$ cat src/rtl/if_id_stage.sv
// if_id_stage: MIPS fetch stage plus IF/ID pipeline register.
// Redirect priority per edge: EX branch, then stall, then ID jump, else fetch.
package if_id_pkg;
  typedef struct packed {
    logic [31:0] instr;
    logic [31:0] pc_plus4;
    logic        valid;
  } if_id_t;
endpackage

module if_id_stage
  import if_id_pkg::*;
#(
  parameter logic [31:0] RESET_PC  = 32'h0000_0000,
  parameter logic [31:0] NOP_INSTR = 32'h0000_0000,
  parameter int unsigned CNT_W     = 16
) (
  input  logic             clk,
  input  logic             rst_n,
  output logic [31:0]      imem_addr,
  input  logic [31:0]      imem_data,
  input  logic             stall,
  input  logic             jcond,
  input  logic             branch_taken,
  input  logic [31:0]      branch_target,
  output logic [31:0]      id_instr,
  output logic [31:0]      id_pc_plus4,
  output logic             id_valid,
  output logic [5:0]       id_opcode,
  output logic [5:0]       id_funct,
  output logic [CNT_W-1:0] stall_cnt,
  output logic [CNT_W-1:0] flush_cnt
);

  logic [31:0] pc;
  logic [31:0] pc_nxt;
  logic [31:0] pc_plus4;
  logic [31:0] jump_target;
  if_id_t      ifid;
  if_id_t      ifid_nxt;
  logic        do_branch;
  logic        do_stall;
  logic        do_jump;
  logic        stall_inc;
  logic        flush_inc;

  assign pc_plus4    = pc + 32'd4;
  assign jump_target = {ifid.pc_plus4[31:28],
                        ifid.instr[25:0], 2'b00};

  // Mutually exclusive selects so the decoder can stay unique.
  assign do_branch = branch_taken;
  assign do_stall  = stall & ~branch_taken;
  assign do_jump   = jcond & ifid.valid
                   & ~stall & ~branch_taken;

  always_comb begin
    pc_nxt    = pc;
    ifid_nxt  = ifid;
    stall_inc = 1'b0;
    flush_inc = 1'b0;
    unique case (1'b1)
      do_branch: begin
        pc_nxt         = branch_target & ~32'h3;
        ifid_nxt.instr = NOP_INSTR;
        ifid_nxt.valid = 1'b0;
        flush_inc      = 1'b1;
      end
      do_stall: begin
        stall_inc = 1'b1;
      end
      do_jump: begin
        pc_nxt         = jump_target;
        ifid_nxt.instr = NOP_INSTR;
        ifid_nxt.valid = 1'b0;
        flush_inc      = 1'b1;
      end
      default: begin
        pc_nxt            = pc_plus4;
        ifid_nxt.instr    = imem_data;
        ifid_nxt.pc_plus4 = pc_plus4;
        ifid_nxt.valid    = 1'b1;
      end
    endcase
  end

  always_ff @(posedge clk) begin
    if (!rst_n) begin
      pc            <= RESET_PC;
      ifid.instr    <= NOP_INSTR;
      ifid.pc_plus4 <= 32'd0;
      ifid.valid    <= 1'b0;
      stall_cnt     <= '0;
      flush_cnt     <= '0;
    end else begin
      pc   <= pc_nxt;
      ifid <= ifid_nxt;
      if (stall_inc && (stall_cnt != '1))
        stall_cnt <= stall_cnt + 1'b1;
      if (flush_inc && (flush_cnt != '1))
        flush_cnt <= flush_cnt + 1'b1;
    end
  end

  assign imem_addr   = pc;
  assign id_instr    = ifid.instr;
  assign id_pc_plus4 = ifid.pc_plus4;
  assign id_valid    = ifid.valid;
  assign id_opcode   = ifid.instr[31:26];
  assign id_funct    = ifid.instr[5:0];

endmodule

$ cat config.mk
export PLATFORM = sky130hd
export DESIGN_NAME = if_id_stage
export DESIGN_NICKNAME = d
export VERILOG_FILES = /design/src/rtl/if_id_stage.sv
export SDC_FILE = /design/constraint.sdc
export NUM_CORES = 1
export LEC_CHECK = 0
export BUFFER_PORTS_ARGS = -buffer_cell sky130_fd_sc_hd__buf_4
export CORE_ASPECT_RATIO = 0.8
export CORE_UTILIZATION = 54
export DETAILED_ROUTE_END_ITERATION = 10
export GPL_ROUTABILITY_DRIVEN = 0
export PLACE_DENSITY_LB_ADDON = 0.08
export SYNTH_ARGS = -nofsm -noshare
export SYNTH_HDL_FRONTEND = slang
export SYNTH_SLANG_ARGS = --single-unit
$ cat constraint.sdc
create_clock -name clk -period 4.23 [get_ports clk]
set_input_delay 0.2115 -clock clk [delete_from_list [all_inputs] [get_ports clk]]
set_output_delay 0.2115 -clock clk [all_outputs]
set_load 0.03 [all_outputs]
* Word level (Yosys, flattened, before mapping)
Cells that the tools add are included.
** Word-level totals
- Flip-flop bits (word level) :: 129
- Input bits :: 69
- Output and inout bits :: 141
- Logic and storage cells :: 26
** Operators by class
- $add $sub $neg :: 3
- Eq/ne operators :: 2
- Multiplexer cells :: 5
- Bitwise gates (word level) :: 6
- Reductions and logical operators :: 4
** Operators by type and width (count)
- $pmux W32 S3 :: 1
- $pmux W32 S2 :: 1
- $add A16 B1 Y16 const B :: 2
- $add A32 B3 Y32 const B :: 1
- $ne A16 B16 Y1 const B :: 2
- $and A1 B1 Y1 :: 4
- $reduce_or A3 Y1 :: 1
- $logic_and A1 B1 Y1 :: 2
- $mux W1 :: 2
- $not A1 Y1 :: 2
- $pmux W1 S2 :: 1
- $reduce_or A2 Y1 :: 1

* Logic depth before layout (Yosys ltp)
- Depth in word-level cells :: 6
- Depth in mapped cells :: 8
- Mapped depth without buffers :: 6

* Worst setup path before layout
Ideal clock, no wire load.
- Path type :: reg2reg
- Start :: register pc[11], in the netlist imem_addr[11]
- End :: register ifid (netlist bit id_pc_plus4[31])
- Library setup time :: 0.134 ns
- Arrival :: 1.965 ns
- Required time :: 4.096 ns
- Path slack :: 2.131 ns
- Cell stages (with the launch flop) :: 7
- Path buffers :: 1
- Clock period less this slack :: 2.099 ns
- Cell sequence :: dfxtp_1 clkbuf_8 nand4_4 or4_4 nor3_4 mux2i_1 o22ai_1
** Between the ends
- Word-level cells in the longest chain between the ends :: 1
** RTL lines
- from (decl) :: RTL line 35 : logic [31:0] pc;
- from (signal assigned) :: RTL line 96 : pc <= pc_nxt;
- $add A32 B3 Y32 :: RTL line 47 : assign pc_plus4 = pc + 32'd4;
- to (signal assigned) :: RTL line 97 : ifid <= ifid_nxt;
- to (decl) :: RTL line 39 : if_id_t ifid;
Every way passes these cells.
A chain may end at the register's enable or synchronous reset.

* Worst setup path in the final report
- Start :: register ifid (netlist bit id_valid)
- End :: register pc[23], in the netlist imem_addr[23]
** Between the ends
- Word-level cells in the longest chain between the ends :: 4
** RTL lines
- $and A1 B1 Y1 :: RTL line 54 : assign do_jump = jcond & ifid.valid
- $and A1 B1 Y1 (2 in series) :: RTL line 55 : & ~stall & ~branch_taken;
- $pmux W32 S3 :: RTL line 62 : unique case (1'b1)
Every way passes these cells.

==> results by stage <==
Run status:
- The flow ran to the end, and the final reports show no timing, DRC or antenna violations.

Final layout:
- The repair_antennas step left the layout with diodes totalling 0.
- The share of cells above drive strength 1 is 28.56%.
- After the flow finishes, the layout carries non-filler instances totaling between 1000 and 1500.
- The net count reported at finish is 952.
- Relative to the synthesized area, the layout overhead comes to 34.92%.
- Counting the fill cells in the layout gives 828.
- Cells fill 74.70% of the core in the end.

Route:
- The first-pass iteration count of the detailed router is 6.
- The number of antenna-violating nets in the routed design is 0.
- The aggregate routed wire length is ~19000 um.
- The final routed DRC violation total is 0.
- After detailed routing, the average wire length per cell comes to 17.89 um.
- The number of vias after detailed routing is 6354.
- The violation count after the first detailed-route iteration is 559.
- In the routed layout, each cell is associated on average with a via count of 6.127.

Logic synthesis:
- The mean cell area of the mapped netlist is 8.409 um2.
- The cell area after technology mapping is 0.006030 mm2.
- The Yosys step of the flow raised 0 warnings.
- The async set-or-reset flop fraction in the synthesized netlist is 0%.
- The library cell occupying the most area in the post-synthesis netlist is dfxtp_1.
- The post-synthesis adder-cell area fraction is 0.6225%.
- The number of distinct library cells after synthesis is 67.
- After synthesis, the largest family of logic cells by area is compound AO/OA/AOI/OAI gates.
- Ranked by instance count, the synthesized netlist is headed by dfxtp_1, nor2_1, o21ai_0, a21oi_1, clkbuf_1.
- Counting flops with a built-in enable in the synthesized netlist gives 0.
- In the synthesized netlist, mux cells make up 0.6640% of the area.
- After synthesis the netlist holds a flip-flop and latch count of 125.
- By instance count, the leading cell after synthesis is dfxtp_1.
- After technology mapping, the gate count stands at 717.
- Ranked by total cell area, the synthesized netlist is headed by dfxtp_1, nor2_1, o21ai_0.
- Of the total synthesized cell area, the portion taken by AND, OR, NAND and NOR gates is 20.63%.
- Summing the sequential cell areas from Yosys gives 41.50% of the chip area.
- The post-synthesis share of cell area spent on xor and xnor gates is 5.229%.
- The share of synthesized area in the top cell type comes to 41.50%.
- Summing the areas of all compound-gate instances in the mapped netlist gives 24.90% of the synthesized area.
- For this run, the leading register cell type out of synthesis is dfxtp_1.

Setup path:
- For the worst setup path, the data arrival time is 2650 ps.
- In this run the worst path has a maximum fanout of 17.
- The type of the worst setup path is reg2reg.
- On the critical path, the stage with the largest delay is an instance of nor4bb_4.
- The largest delay contributor family on the critical path is simple AND/OR/NAND/NOR gates.
- By instance count, the cell type seen most on the critical path is a221oi_1.
- The largest single stage delay on the critical path is 940 ps.
- The kind of end point of the critical path is a flop.
- Together, buffers and inverters on the worst path number 1.
- At the worst endpoint, the required time is 4520 ps.
- The kind of start point of the critical path is a flop.
- The critical path goes through nor4bb_4 -> buf_4 -> a221oi_1 -> a221oi_1.

Clock tree:
- The clock drives 125 sinks.
- The CTS H-tree depth is 4.
- The maximum buffer depth of the clock tree is 2.
- The total clock buffers created by CTS is 17.
- The clock latency of the later-clocked register in the worst-skew pair is 420 ps.
- In this run the clock root is driven by a clkbuf_16.
- The number of hold-repair buffers added at the cts stage is 0.
- Clock-pin slew was measured on the worst setup and hold paths at around 50 ps.
- In this run, post-CTS repair resized a total of 0 instances.
- In this run the post-CTS setup repair buffer count came out at 0.
- TritonCTS built the clock tree.

Global route:
- The all-layer global routing usage is 31.83%.
- The total overflow left after global routing is 0.
- The number of global-route vias before repair is 5816.
- The first-pass GRT wire length is 29060 um.
- The number of antenna violations at the first check in global routing is 0.
- The largest net degree at the start of global routing is 64.

STA:
- The relative slew slack is a little under a third.
- The worst path in the final design needs a cycle of 2362 ps, including I/O delays and setup.
- The number of failing hold endpoints at the final stage came to 0.
- The highest clock frequency the design can meet is ~420 MHz.
- The max-slew violation count is 0.
- Setup repair after global routing left no endpoint under its margin.
- At the pin with the least slew margin, the transition time is between 1000 and 1500 ps.
- The clock skew is 11.25 ps.
- Summed over all failing endpoints, the final setup total negative slack is 0 ps.
- Of the available clock period, the critical path in the final layout requires 55.84%.
- Setup violations remaining at the end of the flow were counted as 0.

Flow run:
- Max-cap violations in this run came to 0.

Placed design:
- The number of placed instances, taps included, is 1005.
- The port buffer count is just over 200.
- The HPWL after detailed placement is 12590 um.

Floorplan:
- The number of ports placed on the die boundary is 210.
- Measured along the x axis, the die boundary spans 120.1 um.
- The floorplan has 34 rows.
- Measured along the y axis, the die boundary spans 96.51 um.
- The floorplan step defined a core boundary enclosing 0.01089 mm2.
- The overall die area is 0.01159 mm2.
- Once the floorplan was initialized, standard cells occupied between 50 and 60% of the core.

Power and ir drop:
- The worst vdd rail ir drop is around 0.28 mV.
- The static power due to leakage is 3.279 nW.
- Power spread over the standard cell area amounts to between 400 and 500 mW/mm2.

Hold path:
- The tightest min-delay check is of the in2reg type.
layout by cell type, fill, tap and decap left out, drive strengths merged, types with 5 or more instances in the layout:
| master | netlist | final |
|---|---|---|
| dfxtp | 125 | 125 |
| nor2 | 88 | 88 |
| buf | 26 | 208 |
| xor2 | 7 | 7 |
| nand4 | 16 | 16 |
| o211a | 6 | 6 |
| a211oi | 10 | 10 |
| a21oi | 51 | 51 |
| o21ai | 66 | 66 |
| nand3 | 23 | 23 |
| xnor2 | 29 | 29 |
| nor4 | 13 | 13 |
| or3 | 10 | 10 |
| and3 | 8 | 8 |
| nor3 | 22 | 22 |
| clkbuf | 41 | 22 |
| a221oi | 22 | 22 |
| o31a | 5 | 5 |
| and4 | 5 | 5 |
| a22oi | 32 | 32 |
| a221o | 6 | 6 |
| inv | 13 | 13 |
| nand2 | 35 | 35 |
power breakdown:
| group | switching, mW | internal, mW |
|---|---|---|
| Combinational | 0.287 | 0.188 |
| Clock | 0.526 | 1.03 |
| Sequential | 0.0720 | 1.23 |
| Total | 0.886 | 2.45 |
flip-flops by register name (all words and copies together) (netlist names):
| register | count |
|---|---|
| stall_cnt | 16 |
| flush_cnt | 16 |
| imem_addr | 30 |
| id_valid | 1 |
| id_instr | 32 |
| id_pc_plus4 | 30 |
stage by stage:
stage	cell area, um2	hold slack (ps)	power, mW	worst slack [ps]
finish	8135	33.06	3.338	1868
global placement	7493	445.0	1.783	2007
floorplan	6041	359.8	1.605	2131
detailed placement	7493	451.5	1.796	1910
CTS	8129	27.51	3.342	1865
global route	8135	26.80	3.451	1755
worst paths after layout:
path              slack, ps             from         endpoint  depth (start not counted)
hold / removal           30    imem_data[14]     id_instr[14]                          3
setup reg to reg       1870         id_valid    imem_addr[23]                          4
setup / recovery       1870         id_valid    imem_addr[23]                          4
hold reg to reg         460  id_pc_plus4[20]  id_pc_plus4[20]                          2
kinds of logic (layout without fill, tap and decap cells):
family	Yosys count	in the layout
other cells	1	4
flops	125	125
fa+ha+maj	3	3
buf+inv	80	253
xor+xnor	36	36
compound gates	228	228
simple gates	240	240
mux	4	4
cell type report:
| cell class | count | area, um2 | share of cell area (%) |
|---|---|---|---|
| inverters | 13 | 48.80 | 0.5998 |
| repair buffers | 208 | 1574 | 19.35 |
| well taps | 144 | 180.2 | 2.215 |
| flip-flops and latches | 125 | 2502 | 30.76 |
| clock buffers | 22 | 474.2 | 5.829 |
| multi-input cells | 515 | 3194 | 39.26 |
| clock inverters | 10 | 161.4 | 1.984 |
layer usage:
layer / up-vias / routed length, um / global-route usage (%) / part of all wire, %
met5: - / 0 / 0 / 0
met4: 0 / 426 / 11.35 / 2.3
met1: 3020 / 7531 / 39.43 / 41
li1: 2983 / - / - / -
met3: 42 / 1558 / 8.920 / 8.4
met2: 309 / 9034 / 53.35 / 49
tightest hold or removal path, delay by kind of cell:
kind	cells	cell delay, ps
simple gates	1	70
compound gates	1	50
buf+inv	1	70
Power figures use the tool's default switching activity.
